$ cat config.mk
export PLATFORM = sky130hd
export DESIGN_NAME = pci_arbiter
export DESIGN_NICKNAME = d
export VERILOG_FILES = /design/src/rtl/pci_pkg.sv /design/src/rtl/rr_pick.sv /design/src/rtl/pci_arbiter.sv
export SDC_FILE = /design/constraint.sdc
export NUM_CORES = 1
export LEC_CHECK = 0
export CAP_MARGIN = 20
export CELL_PAD_IN_SITES_DETAIL_PLACEMENT = 0
export CELL_PAD_IN_SITES_GLOBAL_PLACEMENT = 2
export CORE_ASPECT_RATIO = 0.9
export CORE_MARGIN = 4
export CORE_UTILIZATION = 37
export CTS_BUF_LIST = sky130_fd_sc_hd__clkbuf_4
export DETAILED_ROUTE_END_ITERATION = 16
export PLACE_DENSITY = 0.94
export SLEW_MARGIN = 15
export SYNTH_ARGS = -nofsm -noshare
export SYNTH_HDL_FRONTEND = slang
export SYNTH_SLANG_ARGS = --single-unit
$ cat constraint.sdc
create_clock -name CLK -period 5.32 [get_ports CLK]
set_input_delay 0.532 -clock CLK [delete_from_list [all_inputs] [get_ports CLK]]
set_output_delay 0.532 -clock CLK [all_outputs]
set_load 0.02 [all_outputs]
$ cat src/rtl/pci_pkg.sv
// Shared PCI definitions: arbiter state encoding, default grant timeout and
// the active-low signal levels used on the REQ#/GNT#/FRAME#/IRDY# pins.
package pci_pkg;

    typedef enum logic [1:0] {
        IDLE  = 2'd0,
        GRANT = 2'd1,
        BUSY  = 2'd2,
        TURN  = 2'd3
    } arb_state_t;

    localparam int GNT_TIMEOUT_DEFAULT = 16;

    // PCI sideband and control pins are active-low
    localparam logic ASSERTED   = 1'b0;
    localparam logic DEASSERTED = 1'b1;

endpackage

$ cat src/rtl/rr_pick.sv
// Round-robin next-owner picker. Takes an active-high request vector and the
// index of the last grant holder; returns the first requester found starting
// at last_owner+1 and wrapping through 0. Purely combinational.
module rr_pick #(
    parameter int N = 4,
    parameter int W = 2
) (
    input  logic [N-1:0] req,
    input  logic [W-1:0] last_owner,
    output logic         valid,
    output logic [W-1:0] index
);

    int cand;

    // Walk the ring once, starting just past the last owner; first hit wins
    always_comb begin
        valid = 1'b0;
        index = '0;
        cand  = 0;
        for (int i = 1; i <= N; i++) begin
            cand = (int'(last_owner) + i) % N;
            if (!valid && req[cand[W-1:0]]) begin
                valid = 1'b1;
                index = cand[W-1:0];
            end
        end
    end

endmodule

$ cat src/rtl/pci_arbiter.sv
// PCI bus arbiter: round-robin REQ#/GNT# arbitration over NUM_MASTERS devices,
// with an idle-grant timeout and a mandatory one-clock turnaround between
// grants. Optional bus parking on the last owner is enabled by defining
// PCI_ARB_PARK_EN; the default build leaves all GNT# high when idle.
//
// Handshake: a master requests by holding REQ[i] low; the arbiter answers by
// driving GNT[i] low (registered, at most one low bit). The grant stays until
// the master drops REQ before starting, the idle timeout expires, or the
// transaction it started (FRAME/IRDY) completes; GNT is then all-high for
// exactly one clock before any new grant.
module pci_arbiter
    import pci_pkg::*;
#(
    parameter int NUM_MASTERS = 4,
    parameter int GNT_TIMEOUT = GNT_TIMEOUT_DEFAULT
) (
    input  logic                           CLK,
    input  logic                           RST,
    input  logic [NUM_MASTERS-1:0]         REQ,
    input  logic                           FRAME,
    input  logic                           IRDY,
    output logic [NUM_MASTERS-1:0]         GNT,
    output logic [$clog2(NUM_MASTERS)-1:0] OWNER,
    output logic                           BUS_BUSY,
    output logic [1:0]                     state_dbg
);

    localparam int OW = $clog2(NUM_MASTERS);
    localparam int CW = $clog2(GNT_TIMEOUT + 1);
    localparam logic [NUM_MASTERS-1:0] ALL_HIGH = {NUM_MASTERS{DEASSERTED}};

    arb_state_t      state;
    logic [OW-1:0]   last_owner;
    logic [CW-1:0]   tmo_cnt;
    logic            pick_valid;
    logic [OW-1:0]   pick_idx;
    logic            bus_idle;
    logic            start_grant;
    logic            park_break;

    // Grant vector with only the given master's GNT# low
    function automatic logic [NUM_MASTERS-1:0] gnt_for(input logic [OW-1:0] idx);
        logic [NUM_MASTERS-1:0] v;
        v      = ALL_HIGH;
        v[idx] = ASSERTED;
        return v;
    endfunction

    assign bus_idle  = (FRAME == DEASSERTED) && (IRDY == DEASSERTED);
    assign state_dbg = state;

    rr_pick #(
        .N (NUM_MASTERS),
        .W (OW)
    ) u_rr_pick (
        .req        (~REQ),
        .last_owner (last_owner),
        .valid      (pick_valid),
        .index      (pick_idx)
    );

    // Decide whether this edge starts a new grant; the closing edge of TURN
    // doubles as an arbitration edge so grants are separated by one clock only
    always_comb begin
        start_grant = 1'b0;
        park_break  = 1'b0;
        if (bus_idle && pick_valid) begin
            if (state == TURN) begin
                start_grant = 1'b1;
            end else if (state == IDLE) begin
`ifdef PCI_ARB_PARK_EN
                // Parked on someone else: withdraw the park and turn around first
                if (GNT != ALL_HIGH && pick_idx != last_owner) begin
                    park_break = 1'b1;
                end else begin
                    start_grant = 1'b1;
                end
`else
                start_grant = 1'b1;
`endif
            end
        end
    end

    // Arbiter FSM with registered GNT/OWNER/BUS_BUSY
    always_ff @(posedge CLK or negedge RST) begin
        if (!RST) begin
            state      <= IDLE;
            GNT        <= ALL_HIGH;
            OWNER      <= '0;
            BUS_BUSY   <= 1'b0;
            tmo_cnt    <= '0;
            last_owner <= OW'(NUM_MASTERS - 1);
        end else begin
            BUS_BUSY <= !bus_idle;
            if (start_grant) begin
                GNT        <= gnt_for(pick_idx);
                OWNER      <= pick_idx;
                last_owner <= pick_idx;
                tmo_cnt    <= '0;
                state      <= GRANT;
            end else begin
                case (state)
                    IDLE: begin
                        if (park_break) begin
                            GNT   <= ALL_HIGH;
                            state <= TURN;
                        end else if (bus_idle) begin
`ifdef PCI_ARB_PARK_EN
                            GNT   <= gnt_for(last_owner);
                            OWNER <= last_owner;
`else
                            GNT   <= ALL_HIGH;
`endif
                        end
                    end
                    GRANT: begin
                        if (FRAME == ASSERTED) begin
                            state <= BUSY;
                        end else if (REQ[OWNER] == DEASSERTED) begin
                            GNT   <= ALL_HIGH;
                            state <= TURN;
                        end else if (IRDY == DEASSERTED) begin
                            // Bus fully idle this clock: count toward timeout
                            if (tmo_cnt == CW'(GNT_TIMEOUT - 1)) begin
                                GNT   <= ALL_HIGH;
                                state <= TURN;
                            end else begin
                                tmo_cnt <= tmo_cnt + 1'b1;
                            end
                        end else begin
                            tmo_cnt <= '0;
                        end
                    end
                    BUSY: begin
                        if (bus_idle) begin
                            GNT   <= ALL_HIGH;
                            state <= TURN;
                        end
                    end
                    TURN: begin
                        GNT   <= ALL_HIGH;
                        state <= IDLE;
                    end
                    default: begin
                        GNT   <= ALL_HIGH;
                        state <= IDLE;
                    end
                endcase
            end
        end
    end

endmodule

Word level (Yosys, flattened, before mapping)
Index checks and enable logic that the tools add are counted.

Add/subtract/negate cells: 5. Multiply operators: 0. Div/mod/pow operators: 0. Order comparisons: 7. Eq/ne operators: 14. Shift-type cells: 0. Muxes and demuxes: 43. Bitwise logic cells: 2. Reductions and logical operators: 17.

Operators by type and width (number): 5-bit two-way mux (6); 4-bit two-way mux (6); 2-bit two-way mux (10); 2-bit by 3-bit < comparator with 1-bit output (second input constant) (6); 1-bit two-way mux (13); 4-bit case mux with 3 select lines (1); 4-bit AND reduction (3); 1-bit binary-select mux with 2-bit select (5); 5-bit inequality test (second input constant) (2); 3-bit inequality test (second input constant) (3); 4-bit inequality test (second input constant) (2); 4-bit inverter (2); 1-bit logical AND (6); 2-bit case mux with 3 select lines (1); 5-bit by 1-bit adder with 5-bit output (second input constant) (1); 5-bit by 4-bit == test with 1-bit output (second input constant) (1); 2-bit by 1-bit adder with 2-bit output (second input constant) (2); 2-bit adder (second input constant) (2); 2-bit == test (second input constant) (2); 1-bit logical NOT (4); 2-bit inequality test (second input constant) (2); 2-bit nonzero test (2); 3-bit by 1-bit inequality test with 1-bit output (second input constant) (1); 1-bit demux with 2-bit select (1); other kinds (4) (4).

Bits in registers: 16. Bits in latches: 0. Bits in writable memories: 0. Bits in read-only memories: 0. Input bits: 8. Memories kept: 0.

Logic depth before layout (Yosys ltp)
Depth after elaboration: 19. Mapped depth: 7. Mapped depth without buffers: 7.

Cells and area by module
A second synthesis with hierarchy kept.

Cell total of the unflattened synthesis: 107. Area, all modules: 996.0 sq um.

Modules (own cells, without submodules): pci_arbiter (instances 1, cells each 93, area each 904.6 sq um); rr_pick (instances 1, cells each 14, area each 91.3 sq um).

Worst setup path before layout
Ideal clock, no wire load.

Path type: flip-flop to flip-flop. Start point: reg state[0] (netlist: state_dbg[0]). End point: reg tmo_cnt[4]. Library setup time: 80 ps. Data arrival time: 1964 ps. Data required time: 5240 ps. Setup slack: 3277 ps. Stages on the path, launching flop included: 7. Clock period less this slack: 2043 ps. Cells stage by stage: dfrtp_1 > inv_1 > ha_1 > nand3b_1 > o22ai_4 > or4b_4 > o22ai_2.

Cells in the longest elaborated chain, start to end: 6. Elaborated cells on any way between the ends: 12. Classes of those cells: eq/ne: 4; mux: 4; reduce/logical: 4.

RTL lines: from (decl) (line pci_arbiter.sv:32) `arb_state_t state;`; from (signal assigned) (line pci_arbiter.sv:88) `state <= IDLE;`; from (signal assigned) (line pci_arbiter.sv:101) `state <= GRANT;`; from (signal assigned) (line pci_arbiter.sv:107) `state <= TURN;`; 2-bit logical NOT (line pci_arbiter.sv:70) `end else if (state == IDLE) begin`; 1-bit two-way mux (line pci_arbiter.sv:70); 1-bit two-way mux (line pci_arbiter.sv:68) `if (state == TURN) begin`; 1-bit two-way mux (line pci_arbiter.sv:67) `if (bus_idle && pick_valid) begin`; 3-bit inequality test (no line) (tied with other cells); 4-bit AND reduction (no line); to (signal assigned) (line pci_arbiter.sv:129) `tmo_cnt <= tmo_cnt + 1'b1;`; to (decl) (line pci_arbiter.sv:34) `logic [CW-1:0] tmo_cnt;`.

Parallel ways exist; a longest one is shown, timed or not. A chain may end at the register's enable or synchronous reset.

Worst setup path after layout
Start point: in REQ[3]. End point: reg tmo_cnt[4].

Cells in the longest elaborated chain, start to end: 17. Elaborated cells on any way between the ends: 29. Classes of those cells: eq/ne: 2; mux: 16; bitwise: 1; reduce/logical: 10.

RTL lines: from (decl) (line pci_arbiter.sv:19) `input logic [NUM_MASTERS-1:0] REQ,`; 4-bit inverter (line pci_arbiter.sv:56) `.req (~REQ),`; 1-bit binary-select mux with 2-bit select (line rr_pick.sv:23) `if (!valid && req[cand[W-1:0]]) begin`; 1-bit two-way mux (implied by the code) (line rr_pick.sv:23); 1-bit two-way mux (line rr_pick.sv:23); 1-bit logical NOT (line rr_pick.sv:23); 1-bit logical AND (line rr_pick.sv:23); 1-bit two-way mux (line rr_pick.sv:23); 1-bit logical NOT (line rr_pick.sv:23); 1-bit logical AND (line rr_pick.sv:23); 1-bit two-way mux (line rr_pick.sv:23); 1-bit logical NOT (line rr_pick.sv:23); 1-bit logical AND (line rr_pick.sv:23); 1-bit two-way mux (line rr_pick.sv:23); 1-bit logical AND (line pci_arbiter.sv:67); 1-bit two-way mux (line pci_arbiter.sv:67); 3-bit inequality test (no line) (tied with other cells); 4-bit AND reduction (no line).

Parallel ways exist; a longest one is shown, timed or not. The select of a mux whose other input is x is not followed.

==> metrics.md <==
| Metric | Value |
|---|---|
| Synth Cell Area | 0.00106 sq mm |
| Distinct cells, synth | between 40 and 50 |
| Die Height | 58.7 um |
| Vias per cell | 5.62 |
| Critical path launch point type | input port |
| Routability cong. | 0.900 |
| Util after Layout | 47.0% |
| RSZ-0062 raised after global routing | no |
| Die span in x | roughly 64 um |
| Ys flop type | dfrtp_1 |
| Post-Route WL | 2.38 mm |
| Core ar. | 0.00275 sq mm |
| Crit path to | tmo_cnt[4] |
| Hold-fix buffer count after cts | 0 |
| R2R Path End | GNT[3] |
| TritonCTS clock tree | done |
| Crit. End Element | flop |
| Slew @ Worst Pin | 0.748 ns |
| Wire length per cell | roughly 14 um |
| Largest net degree at the start of global routing | 17 |
| Post-synth top area share | 23.7% |
| Skew final | 0.00749 ns |
| Flops & latches, synth | 16 |
| Proportion of layout cells with a drive suffix above 1 | a little over an eighth |
| Syn_nets | 119 |
| Root Driver | clkbuf_4 |
| Min-delay worst type | flop to flop |
| Number of buffers created by CTS | 3 |
| Arr. time, crit path | approximately 2.5 ns |
| Final #Nets | 139 |
| Crit. Startpoint | REQ[3] |
| DP HPWL | 1.81 mm |
| Final worst-path cycle share | a little over two fifths |
| Fraction of registers with async set/reset | 100% |
| Finish-stage setup viols | 0 |
| Final hold slack | 0.515 ns |
| CTS Buffer Depth | 2 |
| I/O Buffers | 16 |
| Mapped Cells | about 110 |
| # DRC | 0 |
| R2R setup slack | about 3.1 ns |
| Slowest cell on crit path | mux4_2 |
| CP max FO | 8 |
| First-pass GRT wire length | 4.17 mm |
| Vias in the first global route | 888 |
| Layout Area Growth over Synthesis | 22.4% |
| Design area | roughly 0.0013 sq mm |
| Number of flops mapped to enable cells by yosys | 0 |
| Reg-to-Reg Start | state_dbg[0] |
| Die area | approximately 0.0038 sq mm |
| Resized Gates After CTS | 0 |
| Fmax | 0.432 GHz |
| Max-cap viol count | 0 |
| Clk pin slew, worst setup/hold paths | 0.10 ns |
| H-tree depth | 1 |
| Antenna violations before repair | 0 |
| FP Rows | 18 |
| Placed inst area | 0.00126 sq mm |
| Syn. warnings | 0 |
| Via count | 921 |
| FILL cells | 282 |
| Area of the multi-input gates | 618 sq um |
| Final Max Tran Viols | 0 |
| Grt ovf | 0 |
| Peak supply drop | approximately 0.00024 V |
| Status | completed |
| R2R cell count | 6 |
| Power Density | about 520 mW/mm^2 |
| Critical path class | input port to flop |
| Final TNS setup | 0 ns |
| Sink Count | 16 |
| Post CTS Setup Buffer Count | 0 |
| Register area | 408 sq um |
| Post-synthesis sequential area ratio | around two fifths |
| Largest cells by area after synthesis | dfrtp_1 24%, dfstp_2 15%, ha_1 7.1%, nand2_1 3.2%, and2_1 3.0% |
| DR pass1 iterations | 4 |
| Skew-Pair Late Insertion Delay | 0.28 ns |
| Leading area contributor after synthesis | dfrtp_1 |
| Leakage dissipation | 0.514 nW |
| DRT antenna net count | 0 |
| Req. time, crit path | around 5.5 ns |
| Max stage delay on crit path | 0.60 ns |
| Final Critical Period | 2.31 ns |
| Initial DRC Count | 30 |
| Hold Violations, Final | 0 |
| I/O pin count | 17 |
| Synth Area per Inst | 10.1 sq um |
| Worst-path cell chain | clkdlybuf4s50_1 > mux4_2 > o22ai_4 > or4b_4 > o22ai_2 |
| Starting density of the core | between 30% and 40% |
| GRT Overall Usage | 13.9% |
| Total Power | 0.000675 W |
| Antenna Cells | 0 |
| Max-slew headroom | 50.0% |
## cell families (layout without fill, tap and decap cells)
logic type / Yosys count / after routing / share of synthesized area (%)
and+or+nand+nor: 42 / 42 / 23.0
muxes: 2 / 2 / 3.08
adders and majority gates: 6 / 6 / 7.11
buffers and inverters: 8 / 27 / 2.84
DFF: 16 / 16 / 38.6
AOI/OAI and AO/OA: 31 / 31 / 25.4
## cell type report
| cell class | count | area share, % |
|---|---|---|
| inverter | 7 | 2.03 |
| multi-input combinational | 81 | 47.8 |
| timing repair buffer | 16 | 12.4 |
| tap | 40 | 3.87 |
| sequential | 16 | 31.6 |
| clock buffer | 4 | 2.32 |
## Yosys cell counts, drive strengths merged (2+ instances only)
master / number
a211oi: 2
a221oi: 2
a31oi: 3
and2: 5
and3: 2
dfrtp: 10
dfstp: 6
ha: 6
inv: 7
nand2: 9
nand2b: 3
nand3: 2
nand4: 2
nor2: 6
nor3: 2
o21a: 2
o21ai: 2
o21bai: 2
o22a: 2
o22ai: 3
o2bb2ai: 3
o32a: 2
## worst min path at each step
stage,startpoint,endpoint,slack [ns],cells after the start
after floorplan,RST,BUS_BUSY,0.24,0
after global placement,tmo_cnt[4],tmo_cnt[4],0.48,2
after detailed placement,last_owner[1],last_owner[1],0.51,2
after CTS,last_owner[1],last_owner[1],0.52,2
after global routing,GNT[1],GNT[1],0.54,1
final,last_owner[1],last_owner[1],0.51,2
## cell usage in the layout (no fill, tap or decap), types with 2 or more instances in the layout
master / n
nand2b_1: 3
o21a_1: 2
nand3_1: 2
inv_1: 7
o22a_1: 2
o21ai_0: 2
dfstp_2: 6
o21bai_1: 2
ha_1: 6
nand2_1: 9
clkbuf_4: 4
a31oi_1: 3
nor3_1: 2
nand4_1: 2
a211oi_1: 2
o32a_1: 2
clkdlybuf4s50_1: 16
a221oi_1: 2
and3_1: 2
nor2_1: 6
dfrtp_1: 10
and2_1: 5
o2bb2ai_1: 3
## layer usage
metal  global-route usage (%)  up-vias  wire (um)
met5                        0        -          0
met4                     2.71        0         40
met3                     3.24        4        139
met2                     21.2       26       1080
met1                     20.3      447       1110
li1                         -      444          -
## state kept, by name, summed over array words and instances, names as in the netlist
name and count:
last_owner 2, GNT 4, BUS_BUSY 1, OWNER 2
tmo_cnt 5, state_dbg 2
## power by group
part	switching, W	leakage (nW)	total (W)	internal, W
clock	0.0000399	0.0184	0.0000741	0.0000342
sequential	0.0000498	0.180	0.000230	0.000180
combinational	0.000192	0.315	0.000370	0.000178
total	0.000282	0.514	0.000675	0.000393
## worst max-delay path, delay by kind of cell
kind                   cells  cell delay, ns
AO/OA/AOI/OAI              2            0.37
buffers and inverters      1            0.53
multiplexers               1            0.60
AND/OR/NAND/NOR            1            0.50
## per-stage QoR
step | cells | setup WS, ns
after floorplan | 105 | 3.28
after global placement | 160 | 2.75
after detailed placement | 160 | 2.71
after CTS | 164 | 3.02
after global routing | 164 | 2.85
final | 164 | 3.01
Power figures use the tool's default switching activity.
